### src/rtl/slice_draw_pkg.sv
// Shared screen geometry, colour constants, FSM encoding and the row-band colour rule
// for the slice column drawer.
package slice_draw_pkg;

    localparam int SCREEN_W = 160;
    localparam int SCREEN_H = 120;

    localparam int COL_W    = 8;
    localparam int ROW_W    = 7;
    localparam int COLOUR_W = 3;
    localparam int BOUND_W  = 8;

    localparam logic [COLOUR_W-1:0] CEIL_COLOUR   = 3'b001;
    localparam logic [COLOUR_W-1:0] FLOOR_COLOUR  = 3'b010;
    localparam logic [COLOUR_W-1:0] WALL_COLOUR_H = 3'b111;
    localparam logic [COLOUR_W-1:0] WALL_COLOUR_V = 3'b110;

    typedef enum logic [1:0] {
        IDLE = 2'd0,
        LOAD = 2'd1,
        DRAW = 2'd2,
        FIN  = 2'd3
    } state_t;

    // Rows above top are ceiling, [top, bot) is wall, the rest is floor.
    function automatic logic [COLOUR_W-1:0] band_colour(
        input logic [ROW_W-1:0]    row,
        input logic [BOUND_W-1:0]  top,
        input logic [BOUND_W-1:0]  bot,
        input logic [COLOUR_W-1:0] ceil_c,
        input logic [COLOUR_W-1:0] wall_c,
        input logic [COLOUR_W-1:0] floor_c
    );
        logic [BOUND_W-1:0] r;
        r = {1'b0, row};
        if (r < top)      return ceil_c;
        else if (r < bot) return wall_c;
        else              return floor_c;
    endfunction

endpackage

### src/rtl/slice_column_drawer_if.sv
// Slice request and pixel-write bundle between the slice-height stage, the drawer
// and the VGA adapter.
interface slice_column_drawer_if;
    import slice_draw_pkg::*;

    logic                start;
    logic [COL_W-1:0]    column;
    logic [ROW_W-1:0]    slice_size;
    logic                wall_side;

    logic                busy;
    logic                done;
    logic [COL_W-1:0]    x;
    logic [ROW_W-1:0]    y;
    logic [COLOUR_W-1:0] colour;
    logic                plot;

    modport master (
        output start, column, slice_size, wall_side,
        input  busy, done, x, y, colour, plot
    );

    modport slave (
        input  start, column, slice_size, wall_side,
        output busy, done, x, y, colour, plot
    );

endinterface

### src/rtl/slice_bounds.sv
// Combinational: clamps the projected height to the screen and centres it,
// giving the wall band [top, bot) in 8-bit unsigned rows.
module slice_bounds #(
    parameter int SCREEN_H = slice_draw_pkg::SCREEN_H
) (
    input  logic [slice_draw_pkg::ROW_W-1:0]   slice_size,
    input  logic [slice_draw_pkg::ROW_W-1:0]   h,
    output logic [slice_draw_pkg::ROW_W-1:0]   h_clamp,
    output logic [slice_draw_pkg::BOUND_W-1:0] top,
    output logic [slice_draw_pkg::BOUND_W-1:0] bot
);
    import slice_draw_pkg::*;

    assign h_clamp = (int'(slice_size) > SCREEN_H) ? ROW_W'(SCREEN_H) : slice_size;

    // h never exceeds SCREEN_H, so the difference is non-negative and bot <= SCREEN_H.
    assign top = BOUND_W'((SCREEN_H - int'(h)) >> 1);
    assign bot = top + BOUND_W'(h);

endmodule

### src/rtl/slice_column_drawer.sv
// Paints one full-height screen column (ceiling / wall / floor); DRAW_SHADE_EN picks wall colour by hit side.
// First plot 2 cycles after start, done at SCREEN_H+2; start is ignored while busy, nothing is queued.
module slice_column_drawer #(
    parameter int                                  SCREEN_W      = slice_draw_pkg::SCREEN_W,
    parameter int                                  SCREEN_H      = slice_draw_pkg::SCREEN_H,
    parameter logic [slice_draw_pkg::COLOUR_W-1:0] CEIL_COLOUR   = slice_draw_pkg::CEIL_COLOUR,
    parameter logic [slice_draw_pkg::COLOUR_W-1:0] FLOOR_COLOUR  = slice_draw_pkg::FLOOR_COLOUR,
    parameter logic [slice_draw_pkg::COLOUR_W-1:0] WALL_COLOUR_H = slice_draw_pkg::WALL_COLOUR_H,
    parameter logic [slice_draw_pkg::COLOUR_W-1:0] WALL_COLOUR_V = slice_draw_pkg::WALL_COLOUR_V
) (
    input  logic                 clock,
    input  logic                 resetn,
    slice_column_drawer_if.slave bus
);
    import slice_draw_pkg::*;

    state_t               state;
    logic [COL_W-1:0]     col_q;
    logic [ROW_W-1:0]     h_q;
    logic [BOUND_W-1:0]   top_q;
    logic [BOUND_W-1:0]   bot_q;
    logic [ROW_W-1:0]     row;

    logic [ROW_W-1:0]     h_clamp;
    logic [BOUND_W-1:0]   top_c;
    logic [BOUND_W-1:0]   bot_c;
    logic [COLOUR_W-1:0]  wall_c;
    logic [ROW_W-1:0]     row_nx;
    logic                 last_row;
    logic                 col_off_screen;

    slice_bounds #(
        .SCREEN_H (SCREEN_H)
    ) u_bounds (
        .slice_size (bus.slice_size),
        .h          (h_q),
        .h_clamp    (h_clamp),
        .top        (top_c),
        .bot        (bot_c)
    );

`ifdef DRAW_SHADE_EN
    logic side_q;
    assign wall_c = side_q ? WALL_COLOUR_V : WALL_COLOUR_H;
`else
    assign wall_c = WALL_COLOUR_H;
`endif

    assign row_nx         = row + 1'b1;
    assign last_row       = (int'(row) == SCREEN_H - 1);
    assign col_off_screen = (int'(col_q) >= SCREEN_W);

    // y/colour/plot are registered one row ahead, so the pixel on the bus always matches row.
    always_ff @(posedge clock or negedge resetn) begin
        if (!resetn) begin
            state      <= IDLE;
            bus.busy   <= 1'b0;
            bus.done   <= 1'b0;
            bus.plot   <= 1'b0;
            bus.x      <= '0;
            bus.y      <= '0;
            bus.colour <= '0;
            col_q      <= '0;
            h_q        <= '0;
            top_q      <= '0;
            bot_q      <= '0;
            row        <= '0;
`ifdef DRAW_SHADE_EN
            side_q     <= 1'b0;
`endif
        end else begin
            bus.done <= 1'b0;
            case (state)
                IDLE: begin
                    if (bus.start) begin
                        col_q    <= bus.column;
                        h_q      <= h_clamp;
`ifdef DRAW_SHADE_EN
                        side_q   <= bus.wall_side;
`endif
                        bus.busy <= 1'b1;
                        state    <= LOAD;
                    end
                end
                LOAD: begin
                    top_q <= top_c;
                    bot_q <= bot_c;
                    row   <= '0;
                    if (col_off_screen) begin
                        bus.done <= 1'b1;
                        state    <= FIN;
                    end else begin
                        bus.plot   <= 1'b1;
                        bus.x      <= col_q;
                        bus.y      <= '0;
                        bus.colour <= band_colour('0, top_c, bot_c, CEIL_COLOUR, wall_c, FLOOR_COLOUR);
                        state      <= DRAW;
                    end
                end
                DRAW: begin
                    if (last_row) begin
                        bus.plot <= 1'b0;
                        bus.done <= 1'b1;
                        state    <= FIN;
                    end else begin
                        row        <= row_nx;
                        bus.y      <= row_nx;
                        bus.colour <= band_colour(row_nx, top_q, bot_q, CEIL_COLOUR, wall_c, FLOOR_COLOUR);
                    end
                end
                FIN: begin
                    bus.busy <= 1'b0;
                    state    <= IDLE;
                end
                default: begin
                    bus.busy <= 1'b0;
                    bus.plot <= 1'b0;
                    state    <= IDLE;
                end
            endcase
        end
    end

endmodule

### src/flat_wrapper.sv
// flat-port wrapper written by rule: the top's interface ports become plain ports
module slice_column_drawer_flat import slice_draw_pkg::*;
#(
    parameter int                                  SCREEN_W      = slice_draw_pkg::SCREEN_W,
    parameter int                                  SCREEN_H      = slice_draw_pkg::SCREEN_H,
    parameter logic [slice_draw_pkg::COLOUR_W-1:0] CEIL_COLOUR   = slice_draw_pkg::CEIL_COLOUR,
    parameter logic [slice_draw_pkg::COLOUR_W-1:0] FLOOR_COLOUR  = slice_draw_pkg::FLOOR_COLOUR,
    parameter logic [slice_draw_pkg::COLOUR_W-1:0] WALL_COLOUR_H = slice_draw_pkg::WALL_COLOUR_H,
    parameter logic [slice_draw_pkg::COLOUR_W-1:0] WALL_COLOUR_V = slice_draw_pkg::WALL_COLOUR_V
)
  (clock, resetn, bus_start, bus_column, bus_slice_size, bus_wall_side, bus_busy, bus_done, bus_x, bus_y, bus_colour, bus_plot);
  slice_column_drawer_if bus_i ();
  input  logic clock;
  input  logic resetn;
  input wire logic [$bits(bus_i.start)-1:0] bus_start;
  input wire logic [$bits(bus_i.column)-1:0] bus_column;
  input wire logic [$bits(bus_i.slice_size)-1:0] bus_slice_size;
  input wire logic [$bits(bus_i.wall_side)-1:0] bus_wall_side;
  output wire logic [$bits(bus_i.busy)-1:0] bus_busy;
  output wire logic [$bits(bus_i.done)-1:0] bus_done;
  output wire logic [$bits(bus_i.x)-1:0] bus_x;
  output wire logic [$bits(bus_i.y)-1:0] bus_y;
  output wire logic [$bits(bus_i.colour)-1:0] bus_colour;
  output wire logic [$bits(bus_i.plot)-1:0] bus_plot;
  assign bus_i.start = bus_start;
  assign bus_i.column = bus_column;
  assign bus_i.slice_size = bus_slice_size;
  assign bus_i.wall_side = bus_wall_side;
  assign bus_busy = bus_i.busy;
  assign bus_done = bus_i.done;
  assign bus_x = bus_i.x;
  assign bus_y = bus_i.y;
  assign bus_colour = bus_i.colour;
  assign bus_plot = bus_i.plot;
  slice_column_drawer #(.SCREEN_W(SCREEN_W), .SCREEN_H(SCREEN_H), .CEIL_COLOUR(CEIL_COLOUR), .FLOOR_COLOUR(FLOOR_COLOUR), .WALL_COLOUR_H(WALL_COLOUR_H), .WALL_COLOUR_V(WALL_COLOUR_V)) u_core (.clock(clock), .resetn(resetn), .bus(bus_i));
endmodule
### config.mk
export PLATFORM = sky130hd
export DESIGN_NAME = slice_column_drawer_flat
export DESIGN_NICKNAME = d
export VERILOG_FILES = /design/src/rtl/slice_draw_pkg.sv /design/src/rtl/slice_column_drawer_if.sv /design/src/rtl/slice_bounds.sv /design/src/rtl/slice_column_drawer.sv /design/src/flat_wrapper.sv
export SDC_FILE = /design/constraint.sdc
export NUM_CORES = 1
export LEC_CHECK = 0
export BUFFER_PORTS_ARGS = -buffer_cell sky130_fd_sc_hd__buf_2
export CAP_MARGIN = 25
export CORE_MARGIN = 1
export CORE_UTILIZATION = 39
export CTS_CLUSTER_DIAMETER = 30
export DETAILED_ROUTE_END_ITERATION = 10
export GPL_TIMING_DRIVEN = 0
export PLACE_DENSITY = 0.68
export SLEW_MARGIN = 10
export SYNTH_ARGS = -nofsm -noshare
export SYNTH_HDL_FRONTEND = slang
export SYNTH_SLANG_ARGS = --single-unit
### constraint.sdc
create_clock -name clock -period 7.06 [get_ports clock]
set_input_delay 1.412 -clock clock [delete_from_list [all_inputs] [get_ports clock]]
set_output_delay 1.412 -clock clock [all_outputs]
set_load 0.03 [all_outputs]
==> impl_table.tex <==
\begin{tabular}{lr}
\hline
Metric & Value \\
\hline
\multicolumn{2}{l}{\textbf{Setup path}} \\
\quad Worst setup path class & reg2reg \\
\quad Worst Setup End Kind & flip-flop \\
\quad CP startpoint kind & flip-flop \\
\quad Data required time of the worst path & about 7300 ps \\
\quad Reg-to-reg setup timing slack & 3870 ps \\
\quad WP data arrival & between 3000 and 4000 ps \\
\quad Crit Path Max Fanout & 6 \\
\multicolumn{2}{l}{\textbf{Cells and area}} \\
\quad Diode insertion count for antenna repair & 0 \\
\quad End-of-flow core utilization & 48.6\% \\
\quad Layout area overhead & 18.1\% \\
\quad Nets & 408 \\
\quad Number of standard cells in the layout, taps in and fillers out & 469 \\
\quad Share of post-route cells with drive strength above 1 & a little under a quarter \\
\quad Total of fill cells in the finished design & around 760 \\
\quad Final instance area & 0.00381 mm2 \\
\multicolumn{2}{l}{\textbf{Logic synthesis}} \\
\quad Share of cell area taken by muxes after synthesis & under 10\% \\
\quad Simple-gate share of the synthesized area & 12.6\% \\
\quad Arithmetic-cell share of the synthesized area counting full adders, half adders and majority gates & 10.7\% \\
\quad Number of nets in the synthesized netlist & 359 \\
\quad Synth top area share & 46.5\% \\
\quad Ys flop type & sky130\_fd\_sc\_hd\_\_dfrtp\_1 \\
\quad Synthesized-area fraction occupied by xor and xnor cells & 3.80\% \\
\quad Library cell with the highest instance count after synthesis & sky130\_fd\_sc\_hd\_\_dfrtp\_1 \\
\quad Count of distinct cell types in the synthesized netlist & 50 \\
\quad Compound-cell area share of the yosys netlist & 13.3\% \\
\quad Ys async rst share & between 90\% and 100\% \\
\quad Main combinational cell family by area after synthesis & compound AO/OA/AOI/OAI gates \\
\quad Mean instance size in the synthesized netlist & 10.3 um2 \\
\quad Count of warnings emitted by yosys & 0 \\
\quad Proportion of synthesized chip area in sequential cells & a little under half \\
\quad Cell type contributing the most total cell area after synthesis & sky130\_fd\_sc\_hd\_\_dfrtp\_1 \\
\quad EDFF count, synth & 0 \\
\quad Top area cells in the synthesized netlist & sky130\_fd\_sc\_hd\_\_dfrtp\_1 46\%, sky130\_fd\_sc\_hd\_\_ha\_1 10\%, sky130\_fd\_sc\_hd\_\_mux2\_2 7.3\% \\
\quad Number of synthesized register bits & 60 \\
\quad Commonest cells post-synth & 60 x sky130\_fd\_sc\_hd\_\_dfrtp\_1, 45 x sky130\_fd\_sc\_hd\_\_nand2\_1, 26 x sky130\_fd\_sc\_hd\_\_ha\_1 \\
\quad Cell count after synthesis & 313 \\
\quad Netlist area before placement & about 0.0032 mm2 \\
\multicolumn{2}{l}{\textbf{Die}} \\
\quad Die ar. & 0.00865 mm2 \\
\quad Core outline area & 0.00785 mm2 \\
\quad Width of the die & 93.0 um \\
\quad Die outline height & roughly 93 um \\
\quad Core Rows & 32 \\
\quad Starting utilization of the core area & 41.2\% \\
\quad I/O pins & 40 \\
\multicolumn{2}{l}{\textbf{Timing}} \\
\quad Hold Fails Final Rpt & 0 \\
\quad Final slew viol count & 0 \\
\quad Setup repair after global routing missed its margin & false \\
\quad Worst slew pin tran & 737 ps \\
\quad Setup-failing EPs final & 0 \\
\quad Sum Neg Setup Slack & 0 ps \\
\quad Final setup skew & 5.78 ps \\
\quad Relative max-transition margin & about half \\
\quad Setup WS post-layout & $\sim$3900 ps \\
\quad Worst hold margin & $\sim$470 ps \\
\quad Final Critical Period & 3190 ps \\
\quad Maximum clock frequency & 314 MHz \\
\quad Tcrit/Tclk final & 45.1\% \\
\multicolumn{2}{l}{\textbf{Worst hold path}} \\
\quad Class of the tightest hold or removal check & reg2reg \\
\multicolumn{2}{l}{\textbf{Clock tree}} \\
\quad Count of clock tree sinks & 60 \\
\quad Clk Latency, worst-skew pair & between 300 and 400 ps \\
\quad Clock-pin transition on the worst setup and hold timing paths & roughly 70 ps \\
\quad Setup Buffers After CTS & 0 \\
\quad Num CTS Buffers & 9 \\
\quad Deepest level of the CTS H-tree & 3 \\
\quad Number of hold buffers added after cts & 0 \\
\quad Post-cts sizing count & 0 \\
\quad Max Buffers Root-to-Sink & 2 \\
\quad Clk Tree Root Cell & sky130\_fd\_sc\_hd\_\_clkbuf\_8 \\
\quad TritonCTS clock tree & done \\
\multicolumn{2}{l}{\textbf{Power}} \\
\quad Leakage Power & 1.93 nW \\
\quad Worst vdd ir & 0.128 mV \\
\quad Power consumption & 0.768 mW \\
\quad Power density normalized to cell area & 201 mW/mm2 \\
\multicolumn{2}{l}{\textbf{Detailed routing}} \\
\quad Vias after detailed routing & roughly 2400 \\
\quad Number of nets with antenna violations after detailed routing & 0 \\
\quad WL per Instance & 13.4 um \\
\quad Final wirelength & roughly 6.3 mm \\
\quad Iteration count of the initial detailed-routing pass & 4 \\
\quad DRC viols & 0 \\
\quad Via-to-Cell Ratio & 5.13 \\
\quad Detailed Route Iter0 Violations & 96 \\
\multicolumn{2}{l}{\textbf{Placed design}} \\
\quad Count of buffers from port buffering & 38 \\
\quad Placed standard-cell area & roughly 0.0035 mm2 \\
\quad Cells after DPL & 453 \\
\quad Post-detailed-placement half-perimeter wirelength & 4.68 mm \\
\quad Worst slack, placed & 3930 ps \\
\quad Final weighted congestion in routability-driven placement & around 0.8 \\
\multicolumn{2}{l}{\textbf{Global routing}} \\
\quad Gr usage total & 16.8\% \\
\quad Number of antenna violations at the first check in global routing & 0 \\
\quad Global-route wire length before repair & 11.2 mm \\
\quad Aggregate global routing overflow & 0 \\
\quad Vias in the first global route & 2457 \\
\quad Largest net degree at the start of global routing & 61 \\
\multicolumn{2}{l}{\textbf{Flow run}} \\
\quad Number of violations of the max-capacitance limit & 0 \\
\multicolumn{2}{l}{\textbf{Outcome}} \\
\quad Outcome & finished, final reports clean \\
\hline
\end{tabular}
worst paths after layout:
| path | from | endpoint | cells past startpoint |
|---|---|---|---|
| min in group asynchronous | resetn | u_core.col_q[2] | 1 |
| max in group asynchronous | resetn | u_core.bus.colour[2] | 1 |
| setup reg to reg | u_core.h_q[1] | u_core.bus.colour[0] | 12 |
| hold reg to reg | u_core.bus.y[5] | u_core.bus.y[5] | 2 |
| setup / recovery | u_core.h_q[1] | u_core.bus.colour[0] | 12 |
| hold / removal | u_core.bus.y[5] | u_core.bus.y[5] | 2 |
per-layer routing:
metal / part of all wire [%] / vias up / GRT usage (%)
li1: - / 1194 / -
met3: 5.0 / 6 / 5.69
met4: 1.0 / 0 / 4.87
met2: 46 / 52 / 25.9
met1: 48 / 1154 / 22.4
met5: 0 / - / 0
placed cells by master (no fill, tap or decap), types with 9 or more instances in the layout:
cell,Yosys,final
sky130_fd_sc_hd__inv_1,24,24
sky130_fd_sc_hd__xnor2_1,9,9
sky130_fd_sc_hd__ha_1,26,26
sky130_fd_sc_hd__buf_2,0,37
sky130_fd_sc_hd__mux2_2,21,21
sky130_fd_sc_hd__nand2_1,45,45
sky130_fd_sc_hd__a21oi_1,15,15
sky130_fd_sc_hd__o21ai_1,9,9
sky130_fd_sc_hd__clkbuf_8,0,9
sky130_fd_sc_hd__nor2_1,9,9
sky130_fd_sc_hd__clkbuf_1,8,9
sky130_fd_sc_hd__dfrtp_1,60,60
sky130_fd_sc_hd__o21ai_0,24,24
critical path, cell delays in order (launching register included):
cell	delay [ps]
sky130_fd_sc_hd__dfrtp_1	500
sky130_fd_sc_hd__inv_1	100
sky130_fd_sc_hd__ha_1	240
sky130_fd_sc_hd__nand2b_1	130
sky130_fd_sc_hd__nand2_1	80
sky130_fd_sc_hd__xnor2_1	240
sky130_fd_sc_hd__ha_1	310
sky130_fd_sc_hd__a21oi_1	250
sky130_fd_sc_hd__o22ai_1	170
sky130_fd_sc_hd__nor4b_1	310
sky130_fd_sc_hd__nor3_1	130
sky130_fd_sc_hd__nor4_2	440
sky130_fd_sc_hd__a221oi_1	130
state kept, by name, summed over array words and instances (netlist names):
signal,flops
u_core.bot_q,8
u_core.state,2
u_core.bus.busy,1
u_core.bus.x,8
u_core.top_q,7
u_core.bus.plot,1
u_core.bus.colour,3
u_core.bus.done,1
u_core.h_q,7
u_core.bus.y,7
u_core.col_q,8
u_core.row,7
power by group:
part	internal (mW)	switching (mW)	total, mW
clock	0.271	0.142	0.413
sequential	0.344	0	0.344
combinational	0.00358	0.00792	0.0115
logic make-up after synthesis:
logic type      after synthesis
compound gates               70
fa+ha+maj                    27
xor+xnor                     14
buf+inv                      33
flops                        60
mux                          26
simple gates                 83
area by class of cell:
class / instances / area, um2 / share of cell area (%)
clock inverter: 6 / 136 / 3.58
multi-input combinational: 220 / 1590 / 41.8
clock buffer: 10 / 128 / 3.35
buffer: 9 / 45.0 / 1.18
inverter: 24 / 90.1 / 2.36
timing repair buffer: 38 / 193 / 5.05
sequential: 60 / 1500 / 39.4
tap: 102 / 128 / 3.35
(Power assumes the default switching activity.)
